[config.mk]
export PLATFORM = sky130hd
export DESIGN_NAME = accel_tilt_filter
export DESIGN_NICKNAME = d
export VERILOG_FILES = /design/src/rtl/accel_tilt_filter.sv
export SDC_FILE = /design/constraint.sdc
export NUM_CORES = 1
export LEC_CHECK = 0
export BUFFER_PORTS_ARGS = -buffer_cell sky130_fd_sc_hd__buf_4
export CORE_ASPECT_RATIO = 1.4
export CORE_UTILIZATION = 48
export CTS_CLUSTER_SIZE = 10
export DETAILED_ROUTE_END_ITERATION = 8
export GPL_ROUTABILITY_DRIVEN = 0
export PLACE_DENSITY = 0.72
export SETUP_SLACK_MARGIN = 0.4
export SLEW_MARGIN = 20
export SYNTH_ARGS = -nofsm -noshare
export SYNTH_HDL_FRONTEND = slang
export SYNTH_SLANG_ARGS = --single-unit
[constraint.sdc]
create_clock -name clk_SPI -period 2.8 [get_ports clk_SPI]
set_clock_uncertainty 0.1 [all_clocks]
set_input_delay 0.56 -clock clk_SPI [delete_from_list [all_inputs] [get_ports clk_SPI]]
set_output_delay 0.56 -clock clk_SPI [all_outputs]
set_load 0.1 [all_outputs]
[src/rtl/accel_tilt_filter.sv]
// Accelerometer tilt filter: boxcar-averages 2^AVG_LOG2 samples per axis,
// then classifies X/Y tilt direction with hysteresis and a flat detector.

// Per-axis direction update (NEG/ZERO/POS) with hysteresis on the way back to ZERO.
module accel_tilt_axis #(
   parameter logic [11:0] TILT_THRESH = 12'd256,
   parameter logic [11:0] TILT_HYST   = 12'd32
) (
   input  logic [11:0] avg,
   input  logic [1:0]  dir,
   output logic [1:0]  dir_nxt
);
   localparam logic [1:0] DIR_ZERO = 2'd0;
   localparam logic [1:0] DIR_POS  = 2'd1;
   localparam logic [1:0] DIR_NEG  = 2'd2;

   // 13-bit signed so that negating any 12-bit threshold cannot overflow
   localparam logic signed [12:0] THR_P = $signed({1'b0, TILT_THRESH});
   localparam logic signed [12:0] THR_N = -THR_P;
   localparam logic signed [12:0] LOW_P = $signed({1'b0, TILT_THRESH}) - $signed({1'b0, TILT_HYST});
   localparam logic signed [12:0] LOW_N = -LOW_P;

   logic signed [12:0] a;
   assign a = $signed({avg[11], avg});

   // Next direction; an opposite-threshold crossing jumps straight across
   always_comb begin
      dir_nxt = dir;
      case (dir)
         DIR_POS: begin
            if (a < THR_N)      dir_nxt = DIR_NEG;
            else if (a < LOW_P) dir_nxt = DIR_ZERO;
         end
         DIR_NEG: begin
            if (a > THR_P)      dir_nxt = DIR_POS;
            else if (a > LOW_N) dir_nxt = DIR_ZERO;
         end
         default: begin
            if (a > THR_P)      dir_nxt = DIR_POS;
            else if (a < THR_N) dir_nxt = DIR_NEG;
            else                dir_nxt = DIR_ZERO;
         end
      endcase
   end
endmodule

module accel_tilt_filter #(
   parameter int          AVG_LOG2    = 3,
   parameter logic [11:0] TILT_THRESH = 12'd256,
   parameter logic [11:0] TILT_HYST   = 12'd32
) (
   input  logic        clk_SPI,
   input  logic        reset,
   input  logic        enable,
   input  logic        sample_valid,
   input  logic [11:0] x_in,
   input  logic [11:0] y_in,
   input  logic [11:0] z_in,
   output logic        sample_ready,
   output logic [11:0] x_avg,
   output logic [11:0] y_avg,
   output logic [11:0] z_avg,
   output logic        avg_valid,
   output logic        tilt_right,
   output logic        tilt_left,
   output logic        tilt_fwd,
   output logic        tilt_back,
   output logic        flat,
   output logic        tilt_change,
   output logic        overrun
);
   localparam int AW = 12 + AVG_LOG2;

   localparam logic [1:0] ACCUM    = 2'd0;
   localparam logic [1:0] DIVIDE   = 2'd1;
   localparam logic [1:0] CLASSIFY = 2'd2;

   localparam logic [1:0] DIR_ZERO = 2'd0;
   localparam logic [1:0] DIR_POS  = 2'd1;
   localparam logic [1:0] DIR_NEG  = 2'd2;

   localparam logic [AVG_LOG2-1:0] CNT_ONE  = 1;
   localparam logic [AVG_LOG2-1:0] CNT_LAST = '1;

   logic [1:0]               state_q, state_d;
   logic [AVG_LOG2-1:0]      count_q, count_d;
   logic [2:0][AW-1:0]       acc_q, acc_d;
   logic [2:0][11:0]         avg_q, avg_d;
   logic [2:0][11:0]         smp;
   logic [1:0][1:0]          dir_q, dir_d, dir_nxt;
   logic [4:0]               flag_q, flag_d, flag_nxt;
   logic                     avg_valid_q, avg_valid_d;
   logic                     tilt_change_q, tilt_change_d;
   logic                     overrun_q, overrun_d;
   logic                     z_pos;

   assign smp = {z_in, y_in, x_in};

   // X and Y share the same direction logic; index 0 = X, 1 = Y
   for (genvar g = 0; g < 2; g++) begin : g_axis
      accel_tilt_axis #(
         .TILT_THRESH (TILT_THRESH),
         .TILT_HYST   (TILT_HYST)
      ) u_axis (
         .avg     (avg_q[g]),
         .dir     (dir_q[g]),
         .dir_nxt (dir_nxt[g])
      );
   end

   assign z_pos    = !avg_q[2][11] && (avg_q[2] != 12'd0);
   // {flat, back, fwd, left, right}
   assign flag_nxt = {(dir_nxt[0] == DIR_ZERO) && (dir_nxt[1] == DIR_ZERO) && z_pos,
                      dir_nxt[1] == DIR_NEG, dir_nxt[1] == DIR_POS,
                      dir_nxt[0] == DIR_NEG, dir_nxt[0] == DIR_POS};

   // Accumulate / divide / classify sequencing and drop detection
   always_comb begin
      state_d       = state_q;
      count_d       = count_q;
      acc_d         = acc_q;
      avg_d         = avg_q;
      dir_d         = dir_q;
      flag_d        = flag_q;
      avg_valid_d   = 1'b0;
      tilt_change_d = 1'b0;
      overrun_d     = overrun_q | (sample_valid & enable & (state_q != ACCUM));
      case (state_q)
         ACCUM: begin
            if (!enable) begin
               acc_d   = '0;
               count_d = '0;
            end else if (sample_valid) begin
               for (int i = 0; i < 3; i++)
                  acc_d[i] = acc_q[i] + {{AVG_LOG2{smp[i][11]}}, smp[i]};
               if (count_q == CNT_LAST) begin
                  count_d = '0;
                  state_d = DIVIDE;
               end else begin
                  count_d = count_q + CNT_ONE;
               end
            end
         end
         DIVIDE: begin
            // Dropping the low bits of a two's-complement sum floors toward -inf
            for (int i = 0; i < 3; i++)
               avg_d[i] = acc_q[i][AW-1:AVG_LOG2];
            acc_d   = '0;
            state_d = CLASSIFY;
         end
         CLASSIFY: begin
            dir_d         = dir_nxt;
            flag_d        = flag_nxt;
            avg_valid_d   = 1'b1;
            tilt_change_d = (flag_nxt != flag_q);
            state_d       = ACCUM;
         end
         default: state_d = ACCUM;
      endcase
   end

   // State registers with synchronous active-low reset
   always_ff @(posedge clk_SPI) begin
      if (!reset) begin
         state_q       <= ACCUM;
         count_q       <= '0;
         acc_q         <= '0;
         avg_q         <= '0;
         dir_q         <= {DIR_ZERO, DIR_ZERO};
         flag_q        <= '0;
         avg_valid_q   <= 1'b0;
         tilt_change_q <= 1'b0;
         overrun_q     <= 1'b0;
      end else begin
         state_q       <= state_d;
         count_q       <= count_d;
         acc_q         <= acc_d;
         avg_q         <= avg_d;
         dir_q         <= dir_d;
         flag_q        <= flag_d;
         avg_valid_q   <= avg_valid_d;
         tilt_change_q <= tilt_change_d;
         overrun_q     <= overrun_d;
      end
   end

   assign sample_ready = (state_q == ACCUM) && enable;
   assign x_avg        = avg_q[0];
   assign y_avg        = avg_q[1];
   assign z_avg        = avg_q[2];
   assign avg_valid    = avg_valid_q;
   assign tilt_change  = tilt_change_q;
   assign overrun      = overrun_q;
   assign tilt_right   = flag_q[0];
   assign tilt_left    = flag_q[1];
   assign tilt_fwd     = flag_q[2];
   assign tilt_back    = flag_q[3];
   assign flat         = flag_q[4];
endmodule

==> run_results.csv <==
group,metric,value,unit
status,status,"finished, final reports clean",
die,die_w,94.07,um
drt,first_iter_violations,169,
power,p_per_area,455.6,mW/mm2
setup_path,critPathMaxStageDelay,400,ps
clocking,clk_path_buf_depth,2,
setup_path,cp_cell_sequence,"ha_4, fa_2, a211oi_2, o21ai_2, a31oi_4, a21oi_2, a31oi_1, xnor2_1, o21bai_1, a22o_1",
logic_synthesis,syn_area_per_cell,8.427,um2
global_routing,grt_util_all_layers,23.07,%
placement,dpl.hpwl,9911,um
placement,numPortBuffers,84,
logic_synthesis,async_flop_share,0,%
global_routing,grt_pass1_wl,22560,um
global_routing,grt_pass1_vias,4948,
setup_path,end_kind,"register",
placement,place_ws,-115.1,ps
timing,maxSlewHeadroom,53.17,%
cells_and_area,antenna_cells,0,
timing,rsz0062_at_grt,"yes",
die,die_h,130.9,um
global_routing,grt_max_degree,48,
drt,drc_errors,0,
clocking,h-tree-depth,3,
timing,worst_slew_pin_slew,700.8,ps
global_routing,antenna_found_initial,0,
drt,vias,5048,
drt,totalWireLength,13550,um
cells_and_area,fin_cells,909,
die,start_util,49.74,%
setup_path,start_kind,"register",
die,dieArea,0.01231,mm2
logic_synthesis,yosysMostFrequentCell,"nand2_1",
cells_and_area,num-fill-cells,1048,
clocking,root_buffer,"clkbuf_16",
die,io_pins,85,
logic_synthesis,synth_flop_cell,"dfxtp_1",
setup_path,cp_max_fo,2,
timing,layout_min_cycle_time,2416,ps
setup_path,slowest_stage,"fa_2",
clocking,hold_buffers,0,
power,ir_drop,0.0002824,V
logic_synthesis,yosysUniqueCellTypes,61,
logic_synthesis,synth_top_area_share,34.44,%
clocking,clock_latency,340,ps
drt,detail-route-antenna-nets,0,
timing,clock.fmax,413.9,MHz
timing,hold_viol_final,0,
setup_path,cp.required,2930,ps
min_path,hp-class,"register to register",
die,core.rowCount,46,
global_routing,overflow,0,
cells_and_area,fin_nets,851,
flow_run,max_cap_violations,0,
clocking,clkTransAtPathRegs,70,ps
logic_synthesis,ys_seq_area_share,34.44,%
setup_path,crit_arrival,2550,ps
placement,postPlaceCellArea,0.006610,mm2
cells_and_area,syn2layout_area_growth,24.93,%
timing,drv_slew,0,
die,core,0.01145,mm2
min_path,hp-start,"x_avg[4]",
placement,dp.cells,888,
logic_synthesis,synth_area,0.005697,mm2
setup_path,crit_type,"register to register",
power,leakagePower,0.002922,uW
logic_synthesis,ys_warn_count,0,
clocking,numCtsBuffers,9,
clocking,tritoncts,"yes",
timing,finalSetupViolCount,0,
logic_synthesis,ys_seq_elements,98,
logic_synthesis,syn_nets,767,
drt,avgViaCountPerCell,5.553,
timing,fin_crit_sh,86.29,%
cells_and_area,stdcell_area,0.007117,mm2
cells_and_area,layout-drive-gt1-share,24.84,%
logic_synthesis,syn_inst,676,
logic_synthesis,synth_largest_area_cell,"dfxtp_1",
logic_synthesis,synth_edf_count,0,
drt,first_pass_iters,4,
setup_path,worstReg2RegStart,"acc_q[15]",
logic_synthesis,yosys-top-cells-area,"dfxtp_1, ha_1, nand2_1",
logic_synthesis,ys_top_cells_by_count,"nand2_1, dfxtp_1, ha_1",
clocking,cts.sinks,98,
setup_path,crit_start,"acc_q[15]",
drt,wl_per_cell,14.91,um
timing,worst_slack,383.8,ps
registers in the layout (all words and copies together), names as in the netlist:
signal       count
acc_q           45
avg_valid        1
count_q          3
dir_q            4
flag_q           5
overrun          1
state_q          2
tilt_change      1
x_avg           12
y_avg           12
z_avg           12
layer usage:
metal / GRT usage, % / part of all wire, % / wire, um / up-vias
li1: - / - / - / 2575
met1: 26.84 / 43 / 5874 / 2365
met2: 41.69 / 52 / 7019 / 81
met3: 3.588 / 2.6 / 353 / 27
met4: 9.774 / 2.2 / 304 / 0
met5: 0 / 0 / 0 / -
path summary, 6_finish.rpt:
| kind | to | slack, ps | cells after the start |
|---|---|---|---|
| max reg2reg | acc_q[29] | 380 | 10 |
| min | x_avg[4] | 370 | 2 |
| max | acc_q[29] | 380 | 10 |
| min reg2reg | x_avg[4] | 370 | 2 |
worst max-delay path: cells and delay by family (launching register included):
| family | cells | cell delay (ps) |
|---|---|---|
| DFF | 1 | 340 |
| AOI/OAI and AO/OA | 7 | 1130 |
| xor gates and xnor gates | 1 | 170 |
| adders and majority gates | 2 | 570 |
area by class of cell:
class	count	area (um2)	area share, %
multi-input cells	539	3797	53.36
flip-flops and latches	98	2012	28.27
repair buffers	102	769.5	10.81
clock buffers	11	242.7	3.411
well taps	144	180.2	2.532
clock inverters	5	77.57	1.090
inverters	10	37.54	0.5274
cells by family after synthesis:
group           count (synthesis)  synth area share, %
simple gates                  264                22.47
xor+xnor                       37                5.821
compound gates                186                22.93
flops                          98                34.44
mux                             1               0.1757
fa+ha+maj                      51                11.60
buf+inv                        39                2.570
power breakdown:
group,internal [uW],switching (uW)
logic,224,242
registers,1420,26.6
clock network,805,525
timing repair:
| item | in CTS | in global routing |
|---|---|---|
| endpoints found under the setup margin | 5 | 14 |
| pin swaps | 16 | 17 |
| cloned | 0 | 0 |
| resized for setup | 12 | 19 |
| buffers inserted | 1 | 4 |
metrics by stage:
step	power [uW]	utilization [%]	hold WS [ps]	setup TNS (ps)
CTS	3246	61.03	372.0	0
floorplan	1788	-	344.8	0
global route	3377	62.14	393.4	0
global placement	1901	57.71	351.8	-167.7
detailed placement	1915	57.71	359.4	-191.0
finish	3242	62.14	367.9	0
placed cells by master (no fill, tap or decap), types with 6 or more instances in the layout:
cell         n
a21oi_2      6
buf_4      101
nor2_1      27
a21boi_0    39
dfxtp_2     22
o21ai_0     25
xnor2_1     27
nand3_1      8
dfxtp_1     70
a31oi_1     10
a21o_1       9
nor3_1      20
xor2_1       9
nand2b_1     6
and3_1      13
nand2_1    122
dfxtp_4      6
a22oi_1     22
a21oi_1     24
clkbuf_16    9
inv_1       10
ha_1        44
nor2b_1     33
o211ai_1     6
No activity file was read; power rests on OpenSTA's default activity.
